===== src/rtl/pushbutton_pkg.sv =====
// Shared types and defaults for the pushbutton conditioning stage.
package pushbutton_pkg;

  // Per-channel debounce FSM; Gray-ordered so each legal step flips one bit.
  typedef enum logic [1:0] {
    RELEASED     = 2'b00,
    PRESS_WAIT   = 2'b01,
    PRESSED      = 2'b11,
    RELEASE_WAIT = 2'b10
  } btn_state_t;

  // 5 ms at 50 MHz.
  localparam int unsigned DEBOUNCE_DEFAULT = 250000;

endpackage : pushbutton_pkg


===== src/rtl/btn_debounce_ch.sv =====
// One pushbutton channel: 2-flop synchronizer, debounce FSM with a
// saturating sample counter, and registered level/press/release outputs.
module btn_debounce_ch
  import pushbutton_pkg::*;
#(
  parameter int unsigned DEBOUNCE_CYCLES = DEBOUNCE_DEFAULT,
  parameter bit          INVERT_IN       = 1'b0
) (
  input  logic clock,
  input  logic reset,
  input  logic btn_raw,
  output logic btn_level,
  output logic btn_press,
  output logic btn_release
);

  localparam int unsigned       CNT_W    = $clog2(DEBOUNCE_CYCLES + 1);
  localparam logic [CNT_W-1:0]  CNT_LAST = CNT_W'(DEBOUNCE_CYCLES - 1);
  localparam logic [CNT_W-1:0]  CNT_ONE  = CNT_W'(1);

  logic             sync1_q, sync2_q;
  btn_state_t       state_q, state_d;
  logic [CNT_W-1:0] cnt_q, cnt_d;
  logic             level_q, level_d;
  logic             press_q, press_d;
  logic             release_q, release_d;

  // Two-stage synchronizer; polarity is fixed before the first flop.
  always_ff @(posedge clock or negedge reset) begin
    if (!reset) begin
      sync1_q <= 1'b0;
      sync2_q <= 1'b0;
    end else begin
      sync1_q <= btn_raw ^ INVERT_IN;
      sync2_q <= sync1_q;
    end
  end

  // Next-state logic: a WAIT state needs DEBOUNCE_CYCLES consecutive
  // samples of the new level; any reversal falls back and clears the count.
  always_comb begin
    state_d   = state_q;
    cnt_d     = cnt_q;
    level_d   = level_q;
    press_d   = 1'b0;
    release_d = 1'b0;
    case (state_q)
      RELEASED: begin
        if (sync2_q) begin
          state_d = PRESS_WAIT;
          cnt_d   = CNT_ONE;
        end else begin
          cnt_d = '0;
        end
      end
      PRESS_WAIT: begin
        if (!sync2_q) begin
          state_d = RELEASED;
          cnt_d   = '0;
        end else if (cnt_q == CNT_LAST) begin
          state_d = PRESSED;
          cnt_d   = '0;
          level_d = 1'b1;
          press_d = 1'b1;
        end else begin
          cnt_d = cnt_q + CNT_ONE;
        end
      end
      PRESSED: begin
        if (!sync2_q) begin
          state_d = RELEASE_WAIT;
          cnt_d   = CNT_ONE;
        end else begin
          cnt_d = '0;
        end
      end
      RELEASE_WAIT: begin
        if (sync2_q) begin
          state_d = PRESSED;
          cnt_d   = '0;
        end else if (cnt_q == CNT_LAST) begin
          state_d   = RELEASED;
          cnt_d     = '0;
          level_d   = 1'b0;
          release_d = 1'b1;
        end else begin
          cnt_d = cnt_q + CNT_ONE;
        end
      end
      default: begin
        state_d = RELEASED;
        cnt_d   = '0;
      end
    endcase
  end

  // FSM, counter and output registers.
  always_ff @(posedge clock or negedge reset) begin
    if (!reset) begin
      state_q   <= RELEASED;
      cnt_q     <= '0;
      level_q   <= 1'b0;
      press_q   <= 1'b0;
      release_q <= 1'b0;
    end else begin
      state_q   <= state_d;
      cnt_q     <= cnt_d;
      level_q   <= level_d;
      press_q   <= press_d;
      release_q <= release_d;
    end
  end

  assign btn_level   = level_q;
  assign btn_press   = press_q;
  assign btn_release = release_q;

endmodule : btn_debounce_ch


===== src/rtl/pushbutton_conditioner.sv =====
// Pushbutton conditioning stage: N_BTN independent debounced channels
// feeding the processor's pushbuttons input.
module pushbutton_conditioner
  import pushbutton_pkg::*;
#(
  parameter int unsigned N_BTN           = 4,
  parameter int unsigned DEBOUNCE_CYCLES = DEBOUNCE_DEFAULT,
  parameter bit          INVERT_IN       = 1'b0
) (
  input  logic             clock,
  input  logic             reset,
  input  logic [N_BTN-1:0] btn_raw,
  output logic [N_BTN-1:0] btn_level,
  output logic [N_BTN-1:0] btn_press,
  output logic [N_BTN-1:0] btn_release
);

  for (genvar i = 0; i < N_BTN; i++) begin : g_ch
    btn_debounce_ch #(
      .DEBOUNCE_CYCLES(DEBOUNCE_CYCLES),
      .INVERT_IN      (INVERT_IN)
    ) u_ch (
      .clock      (clock),
      .reset      (reset),
      .btn_raw    (btn_raw[i]),
      .btn_level  (btn_level[i]),
      .btn_press  (btn_press[i]),
      .btn_release(btn_release[i])
    );
  end

endmodule : pushbutton_conditioner


===== config.mk =====
export PLATFORM = sky130hd
export DESIGN_NAME = pushbutton_conditioner
export DESIGN_NICKNAME = d
export VERILOG_FILES = /design/src/rtl/pushbutton_pkg.sv /design/src/rtl/btn_debounce_ch.sv /design/src/rtl/pushbutton_conditioner.sv
export SDC_FILE = /design/constraint.sdc
export NUM_CORES = 1
export LEC_CHECK = 0
export ABC_AREA = 0
export CORE_ASPECT_RATIO = 1.25
export CORE_MARGIN = 2
export CORE_UTILIZATION = 50
export DETAILED_ROUTE_END_ITERATION = 8
export PLACE_DENSITY_LB_ADDON = 0.2
export RECOVER_POWER = 50
export SYNTH_ARGS = -nofsm -noshare
export SYNTH_HDL_FRONTEND = slang
export SYNTH_HIERARCHICAL = 1
export SYNTH_SLANG_ARGS = --single-unit

===== constraint.sdc =====
create_clock -name clock -period 2.4 [get_ports clock]
set_clock_uncertainty 0.15 [all_clocks]
set_input_delay 0.6 -clock clock [delete_from_list [all_inputs] [get_ports clock]]
set_output_delay 0.6 -clock clock [all_outputs]
set_load 0.02 [all_outputs]

**Word level (Yosys, flattened, before mapping)**

Index checks and enable logic that the tools add are counted.

- Bits in registers: 100
- Input port bits: 6
- Output and inout port bits: 12

- $add $sub $neg: 4
- Eq/ne operators: 48
- Multiplexer cells: 92
- Reduce and logical (&&, ||, !) cells: 16

Operator list:

| cell | count |
|---|---|
| 18-bit one-hot mux with 4 select lines | 4 |
| 18-bit two-way mux | 12 |
| 18-bit by 1-bit adder with 18-bit output, second input constant | 4 |
| 18-bit equality test, second input constant | 4 |
| 2-bit two-way mux | 24 |
| 1-bit two-way mux | 44 |
| 2-bit by 1-bit != test with 1-bit output, second input constant | 16 |
| 2-bit one-hot mux with 4 select lines | 4 |
| 5-bit AND reduction | 4 |
| 2-bit equality test, second input constant | 8 |
| 2-bit != test, second input constant | 8 |
| 4-bit AND reduction | 4 |
| 3-bit by 1-bit != test with 1-bit output, second input constant | 4 |
| 3-bit != test, second input constant | 4 |
| 2-bit by 1-bit equality test with 1-bit output, second input constant | 4 |
| 2-bit logical NOT | 4 |
| 1-bit one-hot mux with 2 select lines | 4 |
| 2-bit nonzero test | 4 |

**Logic depth before layout (Yosys ltp)**

- Depth in word-level cells: 4
- Mapped depth: 8
- Depth with buffers taken out: 6

**Cells and area by module**

The synthesis kept the hierarchy.

Modules (own cells, without submodules):

| module | instances | cells an instance | area each (µm²) |
|---|---|---|---|
| btn_debounce_ch (g_ch[0].u_ch ...) | 3 | 146 | 1,390.1 |
| btn_debounce_ch (g_ch[3].u_ch) | 1 | 133 | 1,375.1 |

**Worst setup path before layout**

OpenSTA, ideal clock, no wires.

- Path type: register -> register
- Start: register g_ch[3].u_ch.cnt_q[0]
- End: register g_ch[3].u_ch.cnt_q[1]
- Setup time: 0.120 ns
- Arrival time: 1.861 ns
- Data required time: 2.130 ns
- Path slack: 0.269 ns
- Cell stages (with the launch flop): 7
- Clock period less this slack: 2.131 ns
- Cells stage by stage: dfrtp_1 > ha_1 > nand3_2 > or4_4 > buf_6 > or3_4 > and3_1

- Cells in the longest elaborated chain, start to end: 4
- Elaborated cells between the ends (all ways): 6
- Those cells by class: add/sub (1); eq/ne (1); mux (4)

Ends and longest elaborated chain:

| item | line | source |
|---|---|---|
| from (decl) | btn_debounce_ch.sv:23 | `logic [CNT_W-1:0] cnt_q, cnt_d;` |
| from (signal assigned) | btn_debounce_ch.sv:107 | `cnt_q <= cnt_d;` |
| 18-bit by 1-bit adder with 18-bit output / 18-bit equality test (equally long branches) | -- |  |
| 18-bit two-way mux * | btn_debounce_ch.sv:60, btn_debounce_ch.sv:81 |  |
| 18-bit two-way mux (on tied branches) | btn_debounce_ch.sv:78, btn_debounce_ch.sv:57 |  |
| 18-bit one-hot mux with 4 select lines * | btn_debounce_ch.sv:47 | `case (state_q)` |
| via g_ch[3].u_ch.cnt_d[1] | btn_debounce_ch.sv:23 |  |

Mark *: on every way through the listed nets, which the timed path passes. The rest lies on a longest branch.
A chain may end at the register's enable or synchronous reset.

**Worst setup path in the final report**

Same ends and word-level chain as after synthesis.

==> reports/qor.txt <==
Max Buffers Root-to-Sink -> 2
Routed WL -> 10.73 mm
Register area share after synthesis -> 45.13%
Unrepaired setup endpoints after global routing -> false
Initial antenna violation count -> 0
Total track usage -> 19.56%
Netlist cell types -> 54
Die H -> 121.7 um
Warning count from the yosys run -> 6
Hold Crit Class -> reg -> reg
Final ANT Viol Nets -> 0
CP startpoint kind -> register
Share of cells above drive strength 1 -> 8.403%
Nets -> 616
Max Cap Viol -> 0
Final-report hold violation count -> 0
Die X -> 98.20 um
Initial core utilization -> 50.52%
CP Launch Point -> g_ch[3].u_ch/cnt_q[0]
Post-Syn Area -> 5545 um2
DP Wirelength -> 7.363 mm
Port-buffer cells -> 17
Setup violators final -> 0
Cell taking the most area after synthesis -> dfrtp_1
# Post-CTS Setup Buffers -> 0
Register clock-pin slew on the reported worst setup and hold paths -> 0.06 ns
Reg-to-Reg Start -> g_ch[3].u_ch/cnt_q[0]
Total global routing overflow -> 0
Post-synth net total -> 597
Setup crit end kind -> register
CTS root buf -> clkbuf_16
Slew @ Worst Pin -> 1.330 ns
Critical R2R Capture -> g_ch[3].u_ch/cnt_q[1]
Syn Inst Count -> 571
Gpl congestion -> 0.8436
Fmax -> 0.4521 GHz
FP Rows -> 43
Synthesis-to-finish area growth -> 11.42%
Share of synthesized registers carrying an async set or reset -> 100.0%
Crit Path Max Fanout -> 7
Post-cts resize count -> 0
Most frequent cell after synthesis -> dfrtp_1
CP arrival -> 2.29 ns
Via density -> 5.807
Leading post-synthesis cells by cell area -> dfrtp_1 (45%), xnor2_1 (6.5%), nor2_1 (5.4%)
Worst setup path end -> g_ch[3].u_ch/cnt_q[1]
Dpl ws -> 0.2112 ns
Synth top area share -> 45.13%
Worst R2R Path Depth -> 5
CP Class -> reg -> reg
Final Max Slew Viols -> 0
Main synth FF type -> dfrtp_1
Die area -> 11,950 um2
Antenna cells -> 0
TritonRoute pass-1 iters -> 4
Vias in the first global route -> 4,342
Synth cell count leaders -> dfrtp_1 (100), nor2_1 (80), xnor2_1 (41)
Post-route setup slack -> 0.1879 ns
Num CTS Buffers -> 9
Mean Syn Cell Area -> 9.712 um2
Core ar. -> 10,980 um2
Ratio of final minimum period to clock period -> 92.17%
CTS tree -> yes
Worst Path Required -> 2.48 ns
Initial DRC Count -> 148
VDD IR max -> 0.4777 mV
DR DRC count -> 0
Post-layout util -> 56.29%
Leakage -> 2.389 nW
Pwr dens -> 796.9 nW/um2
Fin crit period -> 2.212 ns
Worst slew margin -> 11.30%
First-pass GRT wire length -> 19.44 mm
Pin count of the biggest net entering global routing -> 101
Cts hold-fix bufs -> 0
Status -> finished clean
IO Pins -> 18
Fillcell total -> 973
CTS HTree Levels -> 3
Post-synth EDFFs -> 0
R2R Setup Slk -> 0.19 ns
CTS Sinks -> 100
Synth Register Bits -> 100
Clock insertion delay at the later pin of the skew report -> 0.34 ns
WL per Instance -> 14.70 um
Fin Setup TNS -> 0 ns
DR vias -> 4,239
==> cell families (layout without fill, tap and decap cells) <==
family	Yosys count	after routing	share of synthesized area (%)
compound gates	71	71	8.777
simple gates	274	274	27.87
xor+xnor	59	59	9.318
buf+inv	43	67	3.587
flops	100	100	45.13
fa+ha+maj	20	20	4.513
mux	4	4	0.8122
==> state kept, by name, indices dropped and copies added (netlist names) <==
name,count
g_ch.u_ch/btn_level,4
g_ch.u_ch/btn_press,4
g_ch.u_ch/btn_release,4
g_ch.u_ch/cnt_q,72
g_ch.u_ch/state_q,8
g_ch.u_ch/sync1_q,4
g_ch.u_ch/sync2_q,4
==> area by class of cell <==
class | instances | area (um2) | area share [%]
clock buffer | 9 | 225.2 | 3.645
clock inverter | 7 | 96.34 | 1.559
inverter | 25 | 93.84 | 1.519
multi-input combinational | 428 | 2844 | 46.03
sequential | 100 | 2502 | 40.50
tap | 135 | 168.9 | 2.734
timing repair buffer | 26 | 247.7 | 4.010
==> metal layers <==
layer	GRT usage (%)	vias up	share of wire (%)
met2	34.50	62	52
met3	3.385	15	2.4
li1	-	2079	-
met5	0	-	0
met4	8.048	0	1.9
met1	23.80	2083	44
==> worst min path at each step <==
stage                         startpoint                endpoint  cells past startpoint  slack, ns
global route        g_ch[3].u_ch/sync1_q    g_ch[3].u_ch/sync2_q                      0       0.22
CTS                                reset  g_ch[2].u_ch/btn_level                      2       0.19
floorplan                          reset  g_ch[0].u_ch/btn_level                      0       0.15
finish              g_ch[3].u_ch/sync1_q    g_ch[3].u_ch/sync2_q                      0       0.20
detailed placement  g_ch[0].u_ch/sync1_q    g_ch[0].u_ch/sync2_q                      0       0.19
global placement    g_ch[2].u_ch/sync1_q    g_ch[2].u_ch/sync2_q                      0       0.18
==> metrics by stage <==
step	cell area [um2]	total power [W]	hold WS (ns)	std cells
6_report	6178	0.004924	0.2017	730
5_1_grt	6178	0.005245	0.2218	730
4_1_cts	6191	0.004975	0.1854	730
3_5_place_dp	5869	0.003393	0.1918	714
3_3_place_gp	5869	0.003339	0.1836	714
2_1_floorplan	5545	0.003038	0.1544	571
==> worst max-delay path, cell delays in order, from the launching register on <==
cell and delay (ns):
dfrtp_1 0.38, ha_1 0.27, nand3_2 0.13, or4_4 0.56, or3_4 0.42, and3_1 0.20
==> placed cells by master (no fill, tap or decap), types with 4 or more instances in the layout <==
cell type	Yosys	layout
a21oi_1	19	19
and2_1	4	4
and4_1	11	11
buf_4	3	7
clkbuf_16	0	9
clkdlybuf4s50_1	0	12
dfrtp_1	100	100
dlygate4sd3_1	0	4
ha_1	20	20
inv_1	25	25
mux2_2	4	4
nand2_1	30	30
nand2b_1	13	13
nand3_1	25	25
nand4_1	20	20
nor2_1	80	80
nor2b_1	7	7
nor3_1	20	20
nor4_1	21	21
o21ai_0	15	15
o221ai_1	4	4
o31ai_1	5	5
or3_1	4	4
or4_1	7	7
or4b_1	4	4
xnor2_1	41	41
xor2_1	18	18
==> power by group <==
group          internal (W)  total (W)  switching [W]
combinational      0.000615    0.00141       0.000798
clock              0.000921    0.00156       0.000642
sequential          0.00181    0.00195       0.000135
No activity file was read; power rests on OpenSTA's default activity.
